==> src/rtl/uart_cmd_controller.sv <==
// uart_cmd_controller
//   Pops bytes from the UART rx FIFO one at a time and turns them into snake
//   game commands. Direction keys are held as a pending direction that is
//   committed only on game_tick (and not while paused). A direction that
//   reverses the snake is dropped.
//
//   Optional build macro: UART_CMD_ANSI_ARROWS_EN
//     Defined:     ESC '[' A/B/C/D arrow sequences are decoded as direction keys.
//     Not defined: the ESC and '[' bytes are discarded, and 'A'/'D' are
//                  letter keys.
//
// Ports:
//   clk          in   system clock
//   rst_n        in   asynchronous active-low reset
//   rx_empty     in   FIFO empty flag (r_data is valid while low)
//   r_data[7:0]  in   FIFO head byte
//   game_tick    in   one-cycle pulse per snake move
//   rd_uart      out  FIFO pop strobe
//   dir[1:0]     out  committed direction (0 up, 1 right, 2 down, 3 left)
//   pause        out  game paused
//   start_pulse  out  one-cycle start request
//   cmd_strobe   out  one-cycle pulse per accepted recognised byte
//   key_data     out  last accepted recognised byte
//
// state  | meaning
// IDLE   | waiting for a byte in the FIFO
// POP    | pop strobe high, head byte latched
// DECODE | latched byte classified and applied
module uart_cmd_controller #(
  parameter int         LOCK_CYCLES = 1_000_000,
  parameter logic [1:0] INIT_DIR    = 2'd1
) (
  input  logic       clk,
  input  logic       rst_n,
  input  logic       rx_empty,
  input  logic [7:0] r_data,
  input  logic       game_tick,
  output logic       rd_uart,
  output logic [1:0] dir,
  output logic       pause,
  output logic       start_pulse,
  output logic       cmd_strobe,
  output logic [7:0] key_data
);

  localparam int LW = (LOCK_CYCLES > 0) ? $clog2(LOCK_CYCLES + 1) : 1;
  localparam logic [LW-1:0] LOCK_LOAD = LW'(LOCK_CYCLES);

  typedef enum logic [1:0] {IDLE, POP, DECODE} state_t;

  typedef struct packed {
    logic       valid;
    logic       is_dir;
    logic [1:0] dir;
    logic       space;
    logic       enter;
  } key_t;

  state_t          state, state_nxt;
  logic [7:0]      rx_byte;
  logic [7:0]      last_byte;
  logic [LW-1:0]   lock_cnt;
  logic [1:0]      pending_dir;
  logic            pending_valid;

  key_t            key;
  logic [7:0]      key_byte;
  logic            commit;
  logic [1:0]      ref_dir;
  logic            locked;
  logic            accept;
  logic            relock;

  function automatic key_t decode_plain(input logic [7:0] b);
    key_t k;
    k = '0;
    case (b)
      8'h77, 8'h57: begin k.valid = 1'b1; k.is_dir = 1'b1; k.dir = 2'd0; end
      8'h64, 8'h44: begin k.valid = 1'b1; k.is_dir = 1'b1; k.dir = 2'd1; end
      8'h73, 8'h53: begin k.valid = 1'b1; k.is_dir = 1'b1; k.dir = 2'd2; end
      8'h61, 8'h41: begin k.valid = 1'b1; k.is_dir = 1'b1; k.dir = 2'd3; end
      8'h20:        begin k.valid = 1'b1; k.space = 1'b1; end
      8'h0D:        begin k.valid = 1'b1; k.enter = 1'b1; end
      default:      k = '0;
    endcase
    return k;
  endfunction

  // Control FSM
  always_ff @(posedge clk or negedge rst_n) begin
    if (!rst_n) state <= IDLE;
    else        state <= state_nxt;
  end

  always_comb begin
    state_nxt = state;
    rd_uart   = 1'b0;
    case (state)
      IDLE:   if (!rx_empty) state_nxt = POP;
      POP: begin
        // The FIFO cannot drain on its own, so the gate only matters if the
        // producer side misbehaves; without a byte there is nothing to decode.
        rd_uart   = !rx_empty;
        state_nxt = rx_empty ? IDLE : DECODE;
      end
      DECODE: state_nxt = IDLE;
      default: state_nxt = IDLE;
    endcase
  end

  // Byte classification
`ifdef UART_CMD_ANSI_ARROWS_EN
  typedef enum logic [1:0] {ESC_NONE, ESC_1, ESC_2} esc_t;
  esc_t esc_state, esc_nxt;

  always_comb begin
    key      = '0;
    key_byte = rx_byte;
    esc_nxt  = esc_state;
    case (esc_state)
      ESC_NONE: begin
        if (rx_byte == 8'h1B) esc_nxt = ESC_1;
        else                  key = decode_plain(rx_byte);
      end
      ESC_1: esc_nxt = (rx_byte == 8'h5B) ? ESC_2 : ESC_NONE;
      ESC_2: begin
        esc_nxt = ESC_NONE;
        case (rx_byte)
          8'h41: begin key.valid = 1'b1; key.is_dir = 1'b1; key.dir = 2'd0; end
          8'h42: begin key.valid = 1'b1; key.is_dir = 1'b1; key.dir = 2'd2; end
          8'h43: begin key.valid = 1'b1; key.is_dir = 1'b1; key.dir = 2'd1; end
          8'h44: begin key.valid = 1'b1; key.is_dir = 1'b1; key.dir = 2'd3; end
          default: key = '0;
        endcase
      end
      default: esc_nxt = ESC_NONE;
    endcase
  end

  always_ff @(posedge clk or negedge rst_n) begin
    if (!rst_n)                esc_state <= ESC_NONE;
    else if (state == DECODE)  esc_state <= esc_nxt;
  end
`else
  always_comb begin
    key      = decode_plain(rx_byte);
    key_byte = rx_byte;
  end
`endif

  // A tick in the same cycle commits first; new keys are judged against the
  // direction that results from that commit.
  assign commit  = game_tick && !pause && pending_valid;
  assign ref_dir = commit ? pending_dir : dir;

  assign locked  = (lock_cnt != '0) && (key_byte == last_byte);
  assign accept  = (state == DECODE) && key.valid && !locked;
  assign relock  = (state == DECODE) && key.valid && locked;

  always_ff @(posedge clk or negedge rst_n) begin
    if (!rst_n) begin
      rx_byte       <= '0;
      last_byte     <= '0;
      lock_cnt      <= '0;
      pending_dir   <= INIT_DIR;
      pending_valid <= 1'b0;
      dir           <= INIT_DIR;
      pause         <= 1'b0;
      start_pulse   <= 1'b0;
      cmd_strobe    <= 1'b0;
      key_data      <= '0;
    end else begin
      cmd_strobe  <= accept;
      start_pulse <= accept && key.enter;

      if (state == POP && !rx_empty) rx_byte <= r_data;

      if (accept || relock)     lock_cnt <= LOCK_LOAD;
      else if (lock_cnt != '0)  lock_cnt <= lock_cnt - LW'(1);

      if (commit) begin
        dir           <= pending_dir;
        pending_valid <= 1'b0;
      end

      if (accept) begin
        key_data  <= key_byte;
        last_byte <= key_byte;
        if (key.is_dir && (key.dir != (ref_dir ^ 2'd2))) begin
          pending_dir   <= key.dir;
          pending_valid <= 1'b1;
        end
        if (key.space) pause <= ~pause;
        if (key.enter) pause <= 1'b0;
      end
    end
  end

endmodule

==> config.mk <==
export PLATFORM = sky130hd
export DESIGN_NAME = uart_cmd_controller
export DESIGN_NICKNAME = d
export VERILOG_FILES = /design/src/rtl/uart_cmd_controller.sv
export SDC_FILE = /design/constraint.sdc
export NUM_CORES = 1
export LEC_CHECK = 0
export BUFFER_PORTS_ARGS = -buffer_cell sky130_fd_sc_hd__buf_2
export CAP_MARGIN = 20
export CORE_ASPECT_RATIO = 1.2
export CORE_MARGIN = 5
export CORE_UTILIZATION = 35
export CTS_CLUSTER_SIZE = 25
export DETAILED_ROUTE_END_ITERATION = 8
export MAX_ROUTING_LAYER = met4
export PLACE_DENSITY_LB_ADDON = 0.2
export SLEW_MARGIN = 20
export SYNTH_ARGS = -nofsm -noshare
export SYNTH_HDL_FRONTEND = slang
export SYNTH_SLANG_ARGS = --single-unit
==> constraint.sdc <==
create_clock -name clk -period 4 [get_ports clk]
set_clock_uncertainty 0.2 [all_clocks]
set_input_delay 0.4 -clock clk [delete_from_list [all_inputs] [get_ports clk]]
set_output_delay 0.4 -clock clk [all_outputs]
set_load 0.005 [all_outputs]
Word level (Yosys, flattened, before mapping):

Cells that the tools add are included.

* register bits after elaboration: 46
* bits of input ports: 12
* output and inout port bits: 14
* logic and storage cells: 68

* add/sub/neg operators: 1
* equal/unequal tests: 15
* muxes and demuxes: 16
* bitwise gates (word level): 2
* reductions and logical operators: 24

Operator list (count)
* $eq A8 B7 Y1 const B: 8
* $mux W20: 2
* $reduce_bool A20 Y1: 1
* $sub A20 B1 Y20 const B: 1
* $pmux W3 S4: 1
* $reduce_or A10 Y1: 1
* $logic_and A1 B1 Y1: 9
* $mux W1: 9
* $eq A8 B4 Y1 const B: 1
* $eq A8 B6 Y1 const B: 1
* $eq A8 B8 Y1: 1
* $reduce_or A2 Y1: 4
* $mux W2: 3
* $pmux W2 S2: 1
* $reduce_and A2 Y1: 2
* $reduce_bool A2 Y1: 2
* $logic_not A1 Y1: 3
* $eq A2 B1 Y1 const B: 1
* $eq A2 B2 Y1 const B: 1
* $logic_not A2 Y1: 1
* $ne A2 B2 Y1: 1
* $ne A2 B2 Y1 const B: 1
* $not A1 Y1: 2
* $logic_or A1 B1 Y1: 1

Logic depth before layout (Yosys ltp):

Gate-level depths: netlist (run 1).

* depth after elaboration: 9
* mapped depth: 9
* gate-level depth less buffers: 8

Worst setup path before layout (run 1):

OpenSTA, ideal clock, no wires.

* kind: register to register
* start: register rx_byte[0] (netlist: key_byte[0])
* end: register pause
* library setup time: 0.127 ns
* data arrival time: 2.108 ns
* required time: 3.673 ns
* slack: 1.565 ns
* stages on the path, launching flop included: 9
* buffers on the path: 2
* clock period less this slack: 2.435 ns
* cell sequence: dfrtp_1 > buf_2 > or4b_4 > a31oi_4 > o21a_4 > and2_1 > buf_6 > and2b_1 > mux2_1

* word-level cells in the longest chain between the ends: 6
* elaborated cells between the ends (all ways): 22
* classes of those cells: 11 x eq/ne; 4 x mux; 7 x reduce/logical

Ends and longest elaborated chain
* from (decl): RTL line 60 `logic [7:0] rx_byte;`
* from (signal assigned): RTL line 176 `if (state == POP && !rx_empty) rx_byte <= r_data;`
* $eq A8 B4 Y1 (tied with other cells): RTL line 77 `case (b)`
* $reduce_or A10 Y1 (no line)
* $mux W1: RTL line 77
* $logic_and A1 B1 Y1: RTL line 157 `assign accept = (state == DECODE) && key.valid && !locked;`
* $logic_and A1 B1 Y1 (*): RTL line 157
* via accept: RTL line 71 `logic accept;`
* $reduce_and A2 Y1 (no line) (*)
* to (signal assigned): RTL line 193 `if (key.space) pause <= ~pause;`
* to (decl): RTL line 40 `output logic pause,`

Mark *: on every way through the listed nets, which the timed path passes. The rest lies on a longest branch.
A chain may end at the register's enable or synchronous reset.

Worst setup path after layout (run 1):

* start: register rx_byte[0] (netlist: key_byte[0])
* end: register pause

* word-level cells in the longest chain between the ends: 6
* elaborated cells between the ends (all ways): 22
* classes of those cells: 11 x eq/ne; 4 x mux; 7 x reduce/logical

Ends and longest elaborated chain (RTL line)
* $eq A8 B4 Y1 (tied with other cells): 77
* $reduce_or A10 Y1 (no line)
* $mux W1: 77
* $logic_and A1 B1 Y1 (2 in series): 157
* $reduce_and A2 Y1 (no line)

Several ways; a longest one is shown, not always the timed one.

==> results of run 1 <==
cell usage after synthesis (3+ instances only):
cell type,count,area share
a21oi_1,7,0.015
nor3_1,7,0.015
nand4b_1,3,0.011
nor2b_1,4,0.011
nand2_1,17,0.028
buf_2,3,0.0065
dfrtp_1,44,0.48
inv_1,7,0.011
nor4_1,6,0.016
nor2_1,22,0.036
o21ai_0,3,0.0065
nor3b_1,5,0.016
xor2_1,16,0.061
mux2_1,9,0.044
xnor2_1,7,0.027
nand3b_1,3,0.0098
mux2_2,8,0.039
nand3_1,4,0.0087
layout by cell type (no fill, tap or decap), types with 6 or more instances in the layout:
cell type / n
nor4_1: 6
nor2_1: 22
mux2_1: 9
dfrtp_1: 44
inv_1: 7
a21oi_1: 7
xor2_1: 16
buf_2: 24
nand2_1: 17
mux2_2: 8
nor3_1: 7
xnor2_1: 7
metal layers:
layer / share of wire / vias up / routed length, um / global-route usage
met4: 0.017 / 0 / 80 / 0.0384
met1: 0.44 / 773 / 2050 / 0.145
met5: 0 / - / 0 / -
met3: 0.036 / 9 / 168 / 0.0318
met2: 0.51 / 28 / 2370 / 0.203
li1: - / 796 / - / -
report_power, final:
group          internal [mW]  switching (mW)  total, mW
Clock                  0.184           0.163      0.347
Combinational          0.227           0.212      0.439
Sequential             0.611           0.170      0.782
per-stage QoR:
| stage | setup slack (ns) | util | hold slack, ns | power [mW] | cells |
|---|---|---|---|---|---|
| 3_5_place_dp | 1.20 | 0.390 | 0.255 | 1.23 | 318 |
| 2_1_floorplan | 1.56 | - | -0.0956 | 1.10 | 213 |
| 3_3_place_gp | 1.21 | 0.390 | 0.246 | 1.22 | 318 |
| 4_1_cts | 1.19 | 0.407 | 0.0705 | 1.59 | 326 |
| 5_1_grt | 0.992 | 0.409 | 0.0816 | 1.69 | 327 |
| 6_report | 1.20 | 0.409 | 0.0782 | 1.57 | 327 |
worst paths after layout:
kind | startpoint | end | cells past startpoint
max in group asynchronous | rst_n | lock_cnt[12] | 2
min | rx_empty | state[1] | 2
max | key_byte[0] | pause | 6
max reg2reg | key_byte[0] | pause | 6
min reg2reg | state[0] | state[0] | 1
min in group asynchronous | rst_n | dir[1] | 2
cells by family after synthesis:
family,Yosys count,synth area share
simple gates,90,0.219
flops,46,0.503
xor+xnor,23,0.0879
compound gates,21,0.0655
mux,19,0.0923
buf+inv,13,0.0262
fa+ha+maj,1,0.00546
layout make-up:
cell class | count | area share
Sequential cell | 46 | 0.441
Multi-Input combinational cell | 154 | 0.412
Timing Repair Buffer | 27 | 0.0554
Tap cell | 85 | 0.0406
Clock buffer | 5 | 0.0263
Clock inverter | 3 | 0.0153
Inverter | 7 | 0.0100
state kept, by name, summed over array words and instances, names as in the netlist, 2 cells and up:
register,flops
lock_cnt,20
state,2
last_byte,8
dir,2
pending_dir,2
key_byte,8
repair_timing:
item                                   in CTS  in global routing
setup endpoints to repair                   0                  0
endpoints found under the hold margin       0                 44
hold buffers                                0                  1
==> flow_metrics.tcl, run 1 <==
set metrics [dict create \
    synth-edff-count 0 \
    cpPeakStageDelay_ns 0.59 \
    ir_worst_vdd_v 0.000254 \
    synth_warnings 0 \
    drc 0 \
    htree_levels 2 \
    slowest_stage "or4b_4" \
    crit_chain "or4b_4, a31oi_4, o21a_4, and2_1, and2b_1, mux2_1" \
    max_cap_violations 0 \
    powerDensity_nw_per_um2 598 \
    synth_cell_types 45 \
    syn-cell-area_um2 2290 \
    cts_tree "built" \
    dr.pass1.iters 4 \
    slew_violations 0 \
    p_leak_nw 1.20 \
    final_hold_viol_count 0 \
    stdcell_area_um2 2620 \
    initial_utilization 0.358 \
    area.growth.synth_to_final_pct 14.2 \
    relSlewSlack 0.569 \
    multiInputGateArea_um2 1080 \
    grt_usage 0.122 \
    drtIter0Drc 37 \
    die_x_um 83.9 \
    core-area_um2 6410 \
    period_needed_ns 2.80 \
    synth.ff_latch_count 46 \
    antenna_found_initial 0 \
    syn_nets 226 \
    seq_area_um2 1150 \
    die_h_um 98.7 \
    tns_ns 0 \
    worstPathArrival_ns 2.79 \
    numCtsBuffers 5 \
    clk_path_buf_depth 2 \
    grt_overflow 0 \
    ant_nets 0 \
    cp_data_required_time_ns 3.99 \
    io_pins 26 \
    fin_nets 254 \
    cts_resized 0 \
    syn_inst 213 \
    first_global_vias 1599 \
    post_cts_buffers 0 \
    crit_family "simple AND/OR/NAND/NOR gates" \
    cts-root-buf "clkbuf_8" \
    cp-end-kind "flop" \
    io_buffer_count 25 \
    hp-class "in -> reg" \
    routabilityCongestion 0.809 \
    grt_pass1_wl_um 7890 \
    async_flop_share 1.00 \
    path_buf_inv 0 \
    max_freq_mhz 358 \
    clock_sinks 46 \
    cp_max_fo 16 \
    ys.flop_type "dfrtp_1" \
    n_fill_cell 666 \
    wire_per_inst_um 14.3 \
    vias_per_cell 4.91 \
    place_area_um2 2500 \
    finalCritPeriodShare 0.699 \
    die-area_um2 8270 \
    avgSynthCellArea_um2 10.8 \
    dr_total_vias 1606 \
    rows 32 \
    rsz0062_at_grt "false" \
    clk_pin_slew_ns 0.09 \
    yosysSeqAreaShare 0.503 \
    outcome "complete, no violations" \
    routed_wl_um 4670 \
    insertion_delay_ns 0.30 \
    grt_max_degree 47 \
    rrSetupSlack_ns 1.20 \
    drive_above_1_share 0.207 \
    hpwl_um 3420 \
    diodes 0 \
    finalSetupViolations 0 \
    cp-start-kind "flop" \
    worst-setup-path-type "reg -> reg" \
    worst_slew_pin_slew_ns 0.646 \
]
Power figures use the tool's default switching activity.
==> run 2: changes to the inputs <==
- clock period: 4 -> 2.4 ns (I/O delays scaled with it)
==> run 2 against run 1 <==
  * Sequential share of layout area decreased by 6.0 points
  * Utilization grew 6.6 points
  * Sequential power grew 66%
  * First-iteration DRC count is 32% higher
  * Via count up 9.5%
  * Highest routed layer unchanged
==> flow_metrics.tcl, run 2 (same netlist as run 1, synthesis figures left out) <==
set metrics [dict create \
    outcome "complete, no violations" \
    globalRoute.busiestLayer "met2" \
    antenna_found_initial 0 \
    io_pins 26 \
    cp_max_fo 7 \
    die_x_um 83.9 \
    layout_commonest_cell "dfrtp_1" \
    rsz0062_at_grt "true" \
    p_total_mw 2.89 \
    worstPathArrival_ns 2.35 \
    p_switching_mw 0.978 \
    final_hold_viol_count 0 \
    crit_chain "or4b_4, a31oi_4, o21a_4, and2_4, and2b_1, mux2_4" \
    r2r_start "key_byte[1]" \
    layout_setup_ws_ns 0.0440 \
    clk_path_buf_depth 2 \
    rows 32 \
    place_area_um2 2710 \
    finalSetupViolations 0 \
    diodes 0 \
    dr.pass1.iters 4 \
    clock_sinks 46 \
    tns_ns 0 \
    n_fill_cell 609 \
    hp-class "in -> reg" \
    dp_worst_setup_slack_ns -0.0346 \
    rr_worst_depth 6 \
    numCtsBuffers 5 \
    cp-start-kind "flop" \
    p_leak_nw 1.38 \
    stdcell_area_um2 3040 \
    finish.utilization 0.474 \
    die_h_um 98.7 \
    cts_tree "built" \
    placed_cells 340 \
    area.growth.synth_to_final_pct 32.6 \
    routed_wl_um 4980 \
    min_path_cells 3 \
    slew_violations 0 \
    p_int_mw 1.91 \
    seq_area_um2 1160 \
    multiInputGateArea_um2 1180 \
    ir_worst_vdd_v 0.000311 \
    vias_per_cell 4.87 \
    grt_overflow 0 \
    rrSetupSlack_ns 0.04 \
    pwr-share-seq 0.451 \
    core-area_um2 6410 \
    path_buf_inv 0 \
    cpPeakStageDelay_ns 0.56 \
    whs_ns 0.0474 \
    drtIter0Drc 49 \
    grt_max_degree 27 \
    swShare 0.339 \
    grt_use_met1 0.150 \
    use_met3 0.0301 \
    max_cap_violations 0 \
    grt_usage 0.131 \
    worst_slew_pin_slew_ns 0.524 \
    hold_end "pending_valid" \
    clk_pin_slew_ns 0.09 \
    first_global_vias 1784 \
    cp-end-kind "flop" \
    finalCritPeriodShare 0.982 \
    io_buffer_count 25 \
    fin_nets 288 \
    final_cell_mix "dfrtp_1 (41), buf_2 (25), buf_4 (23)" \
    largest_reg_flops 20 \
    insertion_delay_ns 0.30 \
    crit_family "simple AND/OR/NAND/NOR gates" \
    cp_data_required_time_ns 2.39 \
    max_freq_mhz 424 \
    grt_pass1_wl_um 8530 \
    cts-root-buf "clkbuf_8" \
    ant_nets 0 \
    r2r-end "pause" \
    period_needed_ns 2.36 \
    dr_total_vias 1758 \
    drive_above_1_share 0.355 \
    power_frac_comb 0.351 \
    die-area_um2 8270 \
    worst-setup-path-type "reg -> reg" \
    relSlewSlack 0.648 \
    min_from "game_tick" \
    routabilityCongestion 0.717 \
    initial_utilization 0.358 \
    top_register "lock_cnt" \
    final_cell_count_no_fill 361 \
    cp-startpoint "key_byte[1]" \
    drc 0 \
    power.share.clock 0.198 \
    slowest_stage "or4b_4" \
    powerDensity_nw_per_um2 950 \
    grt_use_met2 0.230 \
    hpwl_um 3640 \
    wire_per_inst_um 13.8 \
    htree_levels 2 \
]
[run 2: layout make-up]
class / instances / share of cell area
Tap cell: 85 / 0.0350
Timing Repair Buffer: 61 / 0.151
Clock inverter: 2 / 0.0124
Multi-Input combinational cell: 154 / 0.389
Sequential cell: 46 / 0.381
Clock buffer: 6 / 0.0239
Inverter: 7 / 0.00865
[run 2: worst max path at each step]
stage	cells past startpoint	slack, ns	end
detailed placement	5	-0.03	pending_dir[1]
finish	6	0.04	pause
floorplan	8	0.003	pause
global placement	5	0.01	pending_dir[1]
global route	6	-0.03	pause
CTS	6	0.0004	last_byte[5]
[run 2: per-layer routing]
| layer | routed length (um) | vias up | share of wire |
|---|---|---|---|
| met4 | 65 | 0 | 0.013 |
| met1 | 2070 | 854 | 0.42 |
| met3 | 169 | 6 | 0.034 |
| met5 | 0 | - | 0 |
| li1 | - | 871 | - |
| met2 | 2670 | 27 | 0.54 |
[run 2: power groups by stage]
stage / logic [mW] / clock network, mW / registers [mW]
after floorplan: 0.606 / 0 / 1.23
after global placement: 0.898 / 0 / 1.29
after detailed placement: 0.918 / 0 / 1.29
after CTS: 0.936 / 0.598 / 1.28
after global routing: 1.13 / 0.631 / 1.34
final: 1.01 / 0.573 / 1.30
[run 2: worst register-to-register path, delay by kind of cell (launching register included)]
family          cells  cell delay (ns)
simple gates        3             0.88
flops               1             0.46
compound gates      2             0.42
mux                 1             0.29
[run 2: timing repair]
action	4_1_cts	5_1_grt
buffers inserted	0	3
hold buffers	10	0
hold endpoints to repair	28	0
gates resized for setup	2	23
pin swaps	1	6
setup endpoints to repair	4	14
gates cloned	0	0
==> run 3: changes to the inputs <==
- GPL_ROUTABILITY_DRIVEN: default -> 0
- PLACE_DENSITY: default -> 0.52
- PLACE_DENSITY_LB_ADDON: 0.2 -> default
==> run 3 against run 2 <==
  * Critical endpoint unchanged
  * Combinational power about the same
  * Register-to-register slack hardly changed
  * Total power up 0.43%
  * Die area stayed put
  * Final area down 0.54%
  * Sequential power about the same
==> flow_metrics.tcl, run 3 (same netlist as run 1, synthesis figures left out) <==
set metrics [dict create \
    p_total_mw 2.90 \
    largest_reg_flops 20 \
    cp_max_fo 7 \
    finalCritPeriodShare 0.983 \
    io_buffer_count 25 \
    pwr-share-seq 0.449 \
    grt_pass1_wl_um 8420 \
    clk_pin_slew_ns 0.09 \
    io_pins 26 \
    p_int_mw 1.91 \
    dr_total_vias 1759 \
    cts-root-buf "clkbuf_8" \
    insertion_delay_ns 0.30 \
    clk_path_buf_depth 2 \
    swShare 0.342 \
    die-area_um2 8270 \
    rrSetupSlack_ns 0.04 \
    first_global_vias 1763 \
    n_fill_cell 618 \
    core-area_um2 6410 \
    htree_levels 2 \
    clock_sinks 46 \
    grt_usage 0.129 \
    diodes 0 \
    layout_setup_ws_ns 0.0396 \
    multiInputGateArea_um2 1160 \
    cts_tree "built" \
    final_cell_mix "dfrtp_1 (41), buf_2 (25), buf_4 (24)" \
    dp_worst_setup_slack_ns -0.0435 \
    drive_above_1_share 0.343 \
    slew_violations 0 \
    worst_slew_pin_slew_ns 0.540 \
    numCtsBuffers 5 \
    drc 0 \
    ir_worst_vdd_v 0.000440 \
    max_freq_mhz 424 \
    finalSetupViolations 0 \
    power_frac_comb 0.353 \
    wire_per_inst_um 14.0 \
    p_switching_mw 0.992 \
    worst-setup-path-type "reg -> reg" \
    max_cap_violations 0 \
    rsz0062_at_grt "true" \
    vias_per_cell 4.86 \
    ant_nets 0 \
    power.share.clock 0.198 \
    routed_wl_um 5070 \
    worstPathArrival_ns 2.35 \
    top_register "lock_cnt" \
    outcome "complete, no violations" \
    dr.pass1.iters 4 \
    whs_ns 0.0393 \
    drtIter0Drc 34 \
    cp_data_required_time_ns 2.39 \
    cp-start-kind "flop" \
    period_needed_ns 2.36 \
    area.growth.synth_to_final_pct 31.9 \
    die_x_um 83.9 \
    p_leak_nw 1.40 \
    powerDensity_nw_per_um2 959 \
    antenna_found_initial 0 \
    relSlewSlack 0.637 \
    layout_commonest_cell "dfrtp_1" \
    die_h_um 98.7 \
    grt_overflow 0 \
    grt_max_degree 25 \
    seq_area_um2 1160 \
    rows 32 \
    final_hold_viol_count 0 \
    hpwl_um 3650 \
    fin_nets 289 \
    hp-class "in -> reg" \
    cp-end-kind "flop" \
    initial_utilization 0.358 \
]
==> run 3: changes by cell type in the layout (fill, tap and decap cells not counted), sizes merged <==
cell | before | now
clkinvlp | 1 | 0
clkinv | 0 | 2
buf | 51 | 52
clkbuf | 6 | 5
==> run 3: power groups by stage <==
stage	clock network [mW]	logic [mW]	registers [mW]
2_1_floorplan	0	0.606	1.23
3_3_place_gp	0	0.923	1.28
3_5_place_dp	0	0.931	1.29
4_1_cts	0.594	0.956	1.28
5_1_grt	0.633	1.15	1.34
6_report	0.574	1.02	1.30
==> run 3: area by class of cell <==
type	count	share of cell area
Tap cell	85	0.0352
Sequential cell	46	0.383
Timing Repair Buffer	62	0.154
Inverter	7	0.00869
Clock inverter	3	0.0132
Clock buffer	5	0.0228
Multi-Input combinational cell	154	0.383
==> run 3: layer usage <==
metal	part of all wire	vias up	routed length, um	GRT usage
met5	0	-	0	-
met4	0.0055	0	28	0.0334
met3	0.025	4	128	0.0276
met2	0.53	21	2700	0.232
met1	0.44	862	2210	0.145
li1	-	872	-	-
==> run 3: repair_timing <==
item	in CTS	in global routing
gates resized for setup	1	18
endpoints found under the hold margin	30	0
buffers inserted	0	2
setup endpoints to repair	7	13
pin swaps	1	6
hold buffers	10	0
gates cloned	0	0
==> run 3: worst paths after layout <==
kind	startpoint	endpoint	cells after the start
max	key_byte[4]	pause	6
min	game_tick	pending_valid	3
max reg2reg	key_byte[4]	pause	6
min reg2reg	state[0]	state[0]	1
max in group asynchronous	rst_n	lock_cnt[8]	3
min in group asynchronous	rst_n	key_byte[2]	2
==> run 3: through the flow <==
step                      instances  utilization  area, um2  setup TNS (ns)
after floorplan                 213            -       2300               0
after global placement          342        0.425       2720               0
after detailed placement        342        0.425       2720         -0.0435
after CTS                       360        0.458       2940               0
after global routing            362        0.472       3020         -0.0341
final                           362        0.472       3020               0
==> run 3: worst max-delay path, stage by stage (launching register included) <==
cell and delay (ns):
dfrtp_2 0.46, or4b_4 0.56, a31oi_4 0.25, o21a_4 0.16, and2_4 0.17, and2b_1 0.15
mux2_4 0.30
